==> config.mk <==
export PLATFORM = sky130hd
export DESIGN_NAME = lsu_ctrl_flat
export DESIGN_NICKNAME = d
export VERILOG_FILES = /design/src/rtl/lsu_ctrl_if.sv /design/src/rtl/lsu_ctrl.sv /design/src/flat_wrapper.sv
export SDC_FILE = /design/constraint.sdc
export NUM_CORES = 1
export LEC_CHECK = 0
export ABC_AREA = 1
export CORE_MARGIN = 2
export CORE_UTILIZATION = 44
export CTS_CLUSTER_DIAMETER = 60
export CTS_CLUSTER_SIZE = 28
export DETAILED_ROUTE_END_ITERATION = 6
export PLACE_DENSITY = 0.8
export RECOVER_POWER = 50
export SLEW_MARGIN = 20
export SYNTH_ARGS = -nofsm -noshare
export SYNTH_HDL_FRONTEND = slang
export SYNTH_SLANG_ARGS = --single-unit
==> constraint.sdc <==
create_clock -name clk -period 2.1 [get_ports clk]
set_clock_uncertainty 0.05 [all_clocks]
set_input_delay 0.42 -clock clk [delete_from_list [all_inputs] [get_ports clk]]
set_output_delay 0.42 -clock clk [all_outputs]
set_load 0.02 [all_outputs]
==> src/rtl/lsu_ctrl_if.sv <==
// lsu_ctrl_if: valid/ready data-memory bus between the load/store controller and memory.
// master = controller side, slave = memory side.
interface lsu_ctrl_if;
    logic        bus_valid;
    logic        bus_we;
    logic [31:0] bus_addr;
    logic [3:0]  bus_wstrb;
    logic [31:0] bus_wdata;
    logic        bus_ready;
    logic        bus_rvalid;
    logic [31:0] bus_rdata;

    modport master (
        output bus_valid,
        output bus_we,
        output bus_addr,
        output bus_wstrb,
        output bus_wdata,
        input  bus_ready,
        input  bus_rvalid,
        input  bus_rdata
    );

    modport slave (
        input  bus_valid,
        input  bus_we,
        input  bus_addr,
        input  bus_wstrb,
        input  bus_wdata,
        output bus_ready,
        output bus_rvalid,
        output bus_rdata
    );
endinterface

==> src/rtl/lsu_ctrl.sv <==
// lsu_ctrl: MEM-stage load/store sequencer driving a valid/ready bus, with a hang watchdog.
// Define LSU_MISALIGN_TRAP_EN to fault misaligned half/word accesses instead of issuing them.
module lsu_ctrl #(
    parameter int unsigned TIMEOUT = 255
) (
    input  logic        clk,
    input  logic        reset_n,
    input  logic        mem_req,
    input  logic        mem_we,
    input  logic [1:0]  ByteAccess,
    input  logic [2:0]  ByteSrc,
    input  logic [31:0] addr,
    input  logic [31:0] wdata,
    output logic        lsu_stall,
    output logic        lsu_done,
    output logic        lsu_fault,
    output logic [31:0] rdata,
    lsu_ctrl_if.master  bus
);
    localparam int unsigned CntW = (TIMEOUT > 1) ? $clog2(TIMEOUT) : 1;
    localparam logic [CntW-1:0] WdogLast = CntW'(TIMEOUT - 1);
    localparam bit WdogEn = (TIMEOUT != 0);

    typedef enum logic [1:0] {StIdle, StReq, StWaitR, StDone} state_e;

    state_e          state_q;
    logic            bus_valid_q;
    logic [CntW-1:0] wdog_q;
    logic            we_q;
    logic [1:0]      ba_q;
    logic [2:0]      bs_q;
    logic [31:0]     addr_q;
    logic [31:0]     wdata_q;

    logic [3:0]  wstrb;
    logic [31:0] wdata_rep;
    logic [4:0]  lane_sh;
    logic [31:0] lane;
    logic [31:0] load_ext;
    logic        wdog_hit;

    assign lsu_stall = mem_req & ~lsu_done;
    assign wdog_hit  = WdogEn && (wdog_q == WdogLast);

    assign bus.bus_valid = bus_valid_q;
    assign bus.bus_we    = we_q;
    assign bus.bus_addr  = {addr_q[31:2], 2'b00};
    assign bus.bus_wstrb = wstrb;
    assign bus.bus_wdata = wdata_rep;

    // Offending low address bits are ignored: half uses addr[1] only, word uses lane 0.
    always_comb begin
        case (ba_q)
            2'b01: begin
                wstrb     = 4'b0001 << addr_q[1:0];
                wdata_rep = {4{wdata_q[7:0]}};
                lane_sh   = {addr_q[1:0], 3'b000};
            end
            2'b10: begin
                wstrb     = 4'b0011 << {addr_q[1], 1'b0};
                wdata_rep = {2{wdata_q[15:0]}};
                lane_sh   = {addr_q[1], 4'b0000};
            end
            default: begin
                wstrb     = 4'b1111;
                wdata_rep = wdata_q;
                lane_sh   = 5'd0;
            end
        endcase
        if (!we_q) begin
            wstrb = 4'b0000;
        end
    end

    always_comb begin
        lane = bus.bus_rdata >> lane_sh;
        case (bs_q)
            3'b000:  load_ext = {24'b0, lane[7:0]};
            3'b001:  load_ext = {16'b0, lane[15:0]};
            3'b010:  load_ext = {{24{lane[7]}}, lane[7:0]};
            3'b011:  load_ext = {{16{lane[15]}}, lane[15:0]};
            default: load_ext = lane;
        endcase
    end

`ifdef LSU_MISALIGN_TRAP_EN
    logic misalign;
    always_comb begin
        case (ByteAccess)
            2'b01:   misalign = 1'b0;
            2'b10:   misalign = addr[0];
            default: misalign = (addr[1:0] != 2'b00);
        endcase
    end
`endif

    always_ff @(posedge clk or negedge reset_n) begin
        if (!reset_n) begin
            state_q     <= StIdle;
            bus_valid_q <= 1'b0;
            wdog_q      <= '0;
            we_q        <= 1'b0;
            ba_q        <= '0;
            bs_q        <= '0;
            addr_q      <= '0;
            wdata_q     <= '0;
            lsu_done    <= 1'b0;
            lsu_fault   <= 1'b0;
            rdata       <= '0;
        end else begin
            // Completion outputs are single-cycle pulses.
            lsu_done  <= 1'b0;
            lsu_fault <= 1'b0;
            rdata     <= '0;
            case (state_q)
                StIdle: begin
                    if (mem_req) begin
                        we_q    <= mem_we;
                        ba_q    <= ByteAccess;
                        bs_q    <= ByteSrc;
                        addr_q  <= addr;
                        wdata_q <= wdata;
                        wdog_q  <= '0;
`ifdef LSU_MISALIGN_TRAP_EN
                        if (misalign) begin
                            state_q   <= StDone;
                            lsu_done  <= 1'b1;
                            lsu_fault <= 1'b1;
                        end else begin
                            state_q     <= StReq;
                            bus_valid_q <= 1'b1;
                        end
`else
                        state_q     <= StReq;
                        bus_valid_q <= 1'b1;
`endif
                    end
                end
                StReq: begin
                    if (bus.bus_ready) begin
                        bus_valid_q <= 1'b0;
                        wdog_q      <= '0;
                        if (we_q) begin
                            state_q  <= StDone;
                            lsu_done <= 1'b1;
                        end else if (bus.bus_rvalid) begin
                            state_q  <= StDone;
                            lsu_done <= 1'b1;
                            rdata    <= load_ext;
                        end else begin
                            state_q <= StWaitR;
                        end
                    end else if (wdog_hit) begin
                        state_q     <= StDone;
                        bus_valid_q <= 1'b0;
                        lsu_done    <= 1'b1;
                        lsu_fault   <= 1'b1;
                    end else begin
                        wdog_q <= wdog_q + CntW'(1);
                    end
                end
                StWaitR: begin
                    if (bus.bus_rvalid) begin
                        state_q  <= StDone;
                        lsu_done <= 1'b1;
                        rdata    <= load_ext;
                    end else if (wdog_hit) begin
                        state_q   <= StDone;
                        lsu_done  <= 1'b1;
                        lsu_fault <= 1'b1;
                    end else begin
                        wdog_q <= wdog_q + CntW'(1);
                    end
                end
                StDone: begin
                    state_q <= StIdle;
                end
                default: begin
                    state_q <= StIdle;
                end
            endcase
        end
    end
endmodule

==> src/flat_wrapper.sv <==
// flat-port wrapper written by rule: the top's interface ports become plain ports
module lsu_ctrl_flat 
#(
    parameter int unsigned TIMEOUT = 255
)
  (clk, reset_n, mem_req, mem_we, ByteAccess, ByteSrc, addr, wdata, lsu_stall, lsu_done, lsu_fault, rdata, bus_bus_valid, bus_bus_we, bus_bus_addr, bus_bus_wstrb, bus_bus_wdata, bus_bus_ready, bus_bus_rvalid, bus_bus_rdata);
  lsu_ctrl_if bus_i ();
  input  logic clk;
  input  logic reset_n;
  input  logic mem_req;
  input  logic mem_we;
  input  logic [1:0] ByteAccess;
  input  logic [2:0] ByteSrc;
  input  logic [31:0] addr;
  input  logic [31:0] wdata;
  output logic lsu_stall;
  output logic lsu_done;
  output logic lsu_fault;
  output logic [31:0] rdata;
  output wire logic [$bits(bus_i.bus_valid)-1:0] bus_bus_valid;
  output wire logic [$bits(bus_i.bus_we)-1:0] bus_bus_we;
  output wire logic [$bits(bus_i.bus_addr)-1:0] bus_bus_addr;
  output wire logic [$bits(bus_i.bus_wstrb)-1:0] bus_bus_wstrb;
  output wire logic [$bits(bus_i.bus_wdata)-1:0] bus_bus_wdata;
  input wire logic [$bits(bus_i.bus_ready)-1:0] bus_bus_ready;
  input wire logic [$bits(bus_i.bus_rvalid)-1:0] bus_bus_rvalid;
  input wire logic [$bits(bus_i.bus_rdata)-1:0] bus_bus_rdata;
  assign bus_bus_valid = bus_i.bus_valid;
  assign bus_bus_we = bus_i.bus_we;
  assign bus_bus_addr = bus_i.bus_addr;
  assign bus_bus_wstrb = bus_i.bus_wstrb;
  assign bus_bus_wdata = bus_i.bus_wdata;
  assign bus_i.bus_ready = bus_bus_ready;
  assign bus_i.bus_rvalid = bus_bus_rvalid;
  assign bus_i.bus_rdata = bus_bus_rdata;
  lsu_ctrl #(.TIMEOUT(TIMEOUT)) u_core (.clk(clk), .reset_n(reset_n), .mem_req(mem_req), .mem_we(mem_we), .ByteAccess(ByteAccess), .ByteSrc(ByteSrc), .addr(addr), .wdata(wdata), .lsu_stall(lsu_stall), .lsu_done(lsu_done), .lsu_fault(lsu_fault), .rdata(rdata), .bus(bus_i));
endmodule
# After elaboration in Yosys (flattened, before gate mapping)
# Index checks and enable logic that the tools add are counted.
# op_classes
n_addsub,1
eq_ne,12
n_shift,3
mux,34
bitwise,2
n_reduce_logical,7
# op_table
operator,count
32-bit case mux with 2 select lines,2
32-bit case mux with 4 select lines,1
32-bit two-way mux,3
8-bit two-way mux,4
32-bit by 5-bit right shift with 32-bit output,1
8-bit case mux with 3 select lines,1
1-bit two-way mux,11
2-bit two-way mux,5
5-bit case mux with 2 select lines,1
"8-bit by 1-bit adder with 8-bit output, second input constant",1
"8-bit equality test, second input constant",1
2-bit case mux with 4 select lines,1
4-bit case mux with 2 select lines,1
"2-bit equality test, second input constant",3
"3-bit by 2-bit equality test with 1-bit output, second input constant",2
1-bit case mux with 2 select lines,3
3-bit AND reduction,2
"2-bit by 1-bit equality test with 1-bit output, second input constant",2
4-bit two-way mux,1
"2-bit inequality test, second input constant",2
"1-bit by 2-bit left shift with 4-bit output, first input constant",1
"2-bit by 2-bit left shift with 4-bit output, first input constant",1
"3-bit by 1-bit equality test with 1-bit output, second input constant",1
3-bit zero test,1
7 further kinds,7
# word_totals
regBits,115
in_bits,107
wordCells,70

# Logic depth before layout (Yosys ltp)
# Gate-level depths: netlist of the first run.
# logic_depth
ltp_word,8
depth_mapped,12
depth_no_buf,10

# Worst setup path before layout of the first run
# OpenSTA, ideal clock, no wires.
# synth_path
path_kind,reg-to-output
from,register u_core.ba_q[0]
to,output port bus_bus_wdata[22]
arrival_time_ps,1683
required_ps,1630
setup_slack_ps,-53
stages_incl_launch_ff,8
cell_sequence,dfrtp_1 -> inv_1 -> ha_1 -> buf_6 -> inv_6 -> clkbuf_1 -> nand2_1 -> o21ai_0
# synth_between
elab_chain_len,2
# synth_rtl
element,line,text
from (decl),lsu_ctrl.sv:30,logic [1:0] ba_q;
from (signal assigned),lsu_ctrl.sv:119,ba_q <= ByteAccess;
2-bit equality test or 2-bit by 1-bit equality test with 1-bit output (tied branches),lsu_ctrl.sv:53,case (ba_q)
32-bit case mux with 2 select lines *,lsu_ctrl.sv:53,
to (decl),flat_wrapper.sv:24,output wire logic [$bits(bus_i.bus_wdata)-1:0] bus_bus_wdata;
# Every way passes the cells marked *; elsewhere a longest branch is shown, timed or not.

# Worst setup path in the final report of the first run
# layout_path
from,register u_core.ba_q[0]
to,output port bus_bus_wdata[24]
# Same word-level chain as after synthesis.

==> out/summary.txt, run 1 <==
Synthesized instance count - 751
PD cells - 1610 nW/um^2
Ys flop type - dfrtp_1
Final worst slack - -0.147 ns
Grt ovf - 0
Syn_area_per_cell - 7.76 um^2
Number of global-route vias before repair - 5344
Max Clk Rate - 445 MHz
Num ports - 212
Placed cells - 1102
Final non-filler cell total - 1137
H-tree levels - 4
Global-route wire length before repair - 27000 um
Clock transition at path regs - 0.05 ns
Register bit total from synthesis - 115
Area added between synthesis and finish - 51.9%
Synth cell types - 31
Finished Cell Area - 8850 um^2
Tot Pwr - 14.3 mW
Area of the mapped netlist - 5830 um^2
Violated checks - setup timing
Core area - 13100 um^2
Cells along the critical path - inv_2, ha_4, inv_8, nand3_1, o211ai_1, buf_4
Nets - 1063
DP HPWL - 12000 um
Port Buf Inserts - 209
Clock Tree Root - clkbuf_16
Slowest Stage Delay on Critical Path - 0.38 ns
Synth top area cells - dfrtp_1 (49%), nand2_1 (18%), o21ai_0 (6.5%)
Period utilization - 1.07
Crit. End Element - primary output
Synthesis Warnings - 0
Clock sinks - 115
Setup TNS - -2.39 ns
Max Buffers Root-to-Sink - 2
Largest net degree at the start of global routing - 55
CP arrival - 1.78 ns
WP data required - 1.63 ns
Final wirelength - 17100 um
Std cell rows - 42
CTS tree - built
WHS - 0.427 ns
Crit path kind - flip-flop to primary output
Routed Antenna Nets - 0
Placed cell area - 8040 um^2
Die ar. - 14200 um^2
Die height - 119 um
Worst-Margin Slew - 0.949 ns
GRT Util Overall - 0.244
Peak supply drop - 1.45 mV
Slew HR - 0.367
Final hold violations - 0
Worst-Skew Late Latency - 0.42 ns
Ant. Diodes - 0
CTS Buf Count - 17
Routability Congestion - 0.883
Initial Utilization - 0.445
Status - finished, violations left
WL/cell - 15.0 um
Via/cell ratio - 4.93
Register area share after synthesis - 0.494
Hold WC Path Type - flip-flop to flip-flop
Period minus WS final - 2.25 ns
Cell accounting for the most synthesized area - dfrtp_1
Crit-path slowest cell - dfrtp_1
Post-synth EDFFs - 0
Share of cells above drive strength 1 - 0.151
Die width - 119 um
Startpoint Class - flip-flop
RSZ-0062 raised after global routing - yes
Setup WS pre-CTS - -0.462 ns
Asr flop ratio synth - 1.00
Initial antenna violation count - 0
Static leakage - 4.32 nW
# Max-Cap Violations - 0
Max-slew violations - 0
Final setup viols - 28
Drt pass-1 iters - 5
Final Util - 0.676
Crit Path Max Fanout - 12
Vias post-DR - 5605
Residual DRC - 0
Share of the synthesized area in the top cell type - 0.494
DRT iter0 DRCs - 441
registers in the layout, indices dropped and copies added, names as in the netlist, 2 cells and up:
register	cells
u_core.rdata	32
u_core.wdog_q	8
u_core.ba_q	2
u_core.bs_q	3
u_core.addr_q	32
u_core.wdata_q	32
u_core.state_q	2
final timing paths:
check / endpoint / from / depth (start not counted) / slack (ns)
min in group asynchronous: u_core.state_q[1] / reset_n / 2 / 0.63
hold / removal: u_core.addr_q[8] / u_core.addr_q[8] / 2 / 0.43
setup / recovery: bus_bus_wdata[24] / u_core.ba_q[0] / 6 / -0.15
max in group asynchronous: u_core.wdata_q[31] / reset_n / 3 / 0.27
hold reg to reg: u_core.addr_q[8] / u_core.addr_q[8] / 2 / 0.43
setup reg to reg: u_core.rdata[24] / u_core.ba_q[0] / 12 / 0.15
placed cells by master (no fill, tap or decap), types with 3 or more instances in the layout:
master / synthesis / routed
a31oi_1: 9 / 9
nand3_2: 2 / 5
buf_6: 2 / 19
nor2_4: 1 / 3
o21ai_0: 76 / 59
nor2_2: 11 / 12
nand3_1: 27 / 24
o21ai_4: 0 / 8
ha_1: 8 / 6
buf_12: 0 / 4
clkinv_2: 0 / 6
clkinvlp_4: 0 / 3
a21oi_1: 20 / 19
dfrtp_1: 115 / 115
buf_4: 41 / 37
nand2_1: 280 / 278
o21ai_2: 0 / 3
clkbuf_4: 0 / 3
nor2_1: 45 / 42
bufinv_16: 0 / 4
clkbuf_16: 0 / 17
o211ai_1: 8 / 8
inv_1: 57 / 52
clkdlybuf4s50_1: 0 / 179
inv_2: 1 / 6
o21ai_1: 6 / 12
clkbuf_2: 0 / 3
power breakdown:
part / internal, mW / switching (mW) / leakage [nW]
registers: 3.00 / 0.485 / 1.49
clock network: 1.97 / 1.05 / 0.298
logic: 3.33 / 4.44 / 2.53
cells by family after synthesis:
group / count (synthesis) / share of synthesized area
buf+inv: 131 / 0.116
xor+xnor: 1 / 0.00150
flops: 115 / 0.494
simple gates: 374 / 0.261
fa+ha+maj: 8 / 0.0172
other cells: 1 / 0.000644
compound gates: 121 / 0.110
worst max-delay path: cells and delay by family (launching register included):
kind / cells / cell delay, ns
AO/OA/AOI/OAI: 1 / 0.17
adder cells (fa/ha/maj): 1 / 0.24
buffers and inverters: 3 / 0.37
flip-flops: 1 / 0.38
AND/OR/NAND/NOR: 1 / 0.19
synth_stat cells (2+ instances only):
master / number
nand2_1: 280
dfrtp_1: 115
o21ai_0: 76
inv_1: 57
nor2_1: 45
buf_4: 41
nand3_1: 27
a21oi_1: 20
clkbuf_1: 17
nor2_2: 11
a31oi_1: 9
buf_2: 8
ha_1: 8
o211ai_1: 8
o21ai_1: 6
buf_1: 4
nor3_1: 3
buf_6: 2
nand3_2: 2
layer usage:
layer  share of wire  global-route usage  vias up
li1                -                   -     2727
met1            0.40               0.302     2588
met2            0.49               0.403      255
met3           0.087              0.0733       35
met4           0.024              0.0885        0
met5               0                   0        -
what timing repair did:
item / CTS / global route
gates cloned: 0 / 0
buffers inserted: 1 / 2
endpoints found under the setup margin: 46 / 56
resized for setup: 213 / 25
hold buffers: 1 / 0
pin swaps: 3 / 2
endpoints found under the hold margin: 34 / 0
cell type report:
| class | instances | area [um^2] |
|---|---|---|
| clock buffers | 17 | 425 |
| inverters | 59 | 229 |
| clock inverters | 15 | 190 |
| flip-flops and latches | 115 | 2880 |
| repair buffers | 249 | 2430 |
| fillers | 1061 | 4240 |
| well taps | 176 | 220 |
| multi-input cells | 506 | 2480 |
(Power assumes the default switching activity.)
==> run 2: changes to the inputs <==
- HOLD_SLACK_MARGIN: default -> 0.06
==> results of run 2 <==
The final DEF is identical to that of run 1; final timing and power are the same.
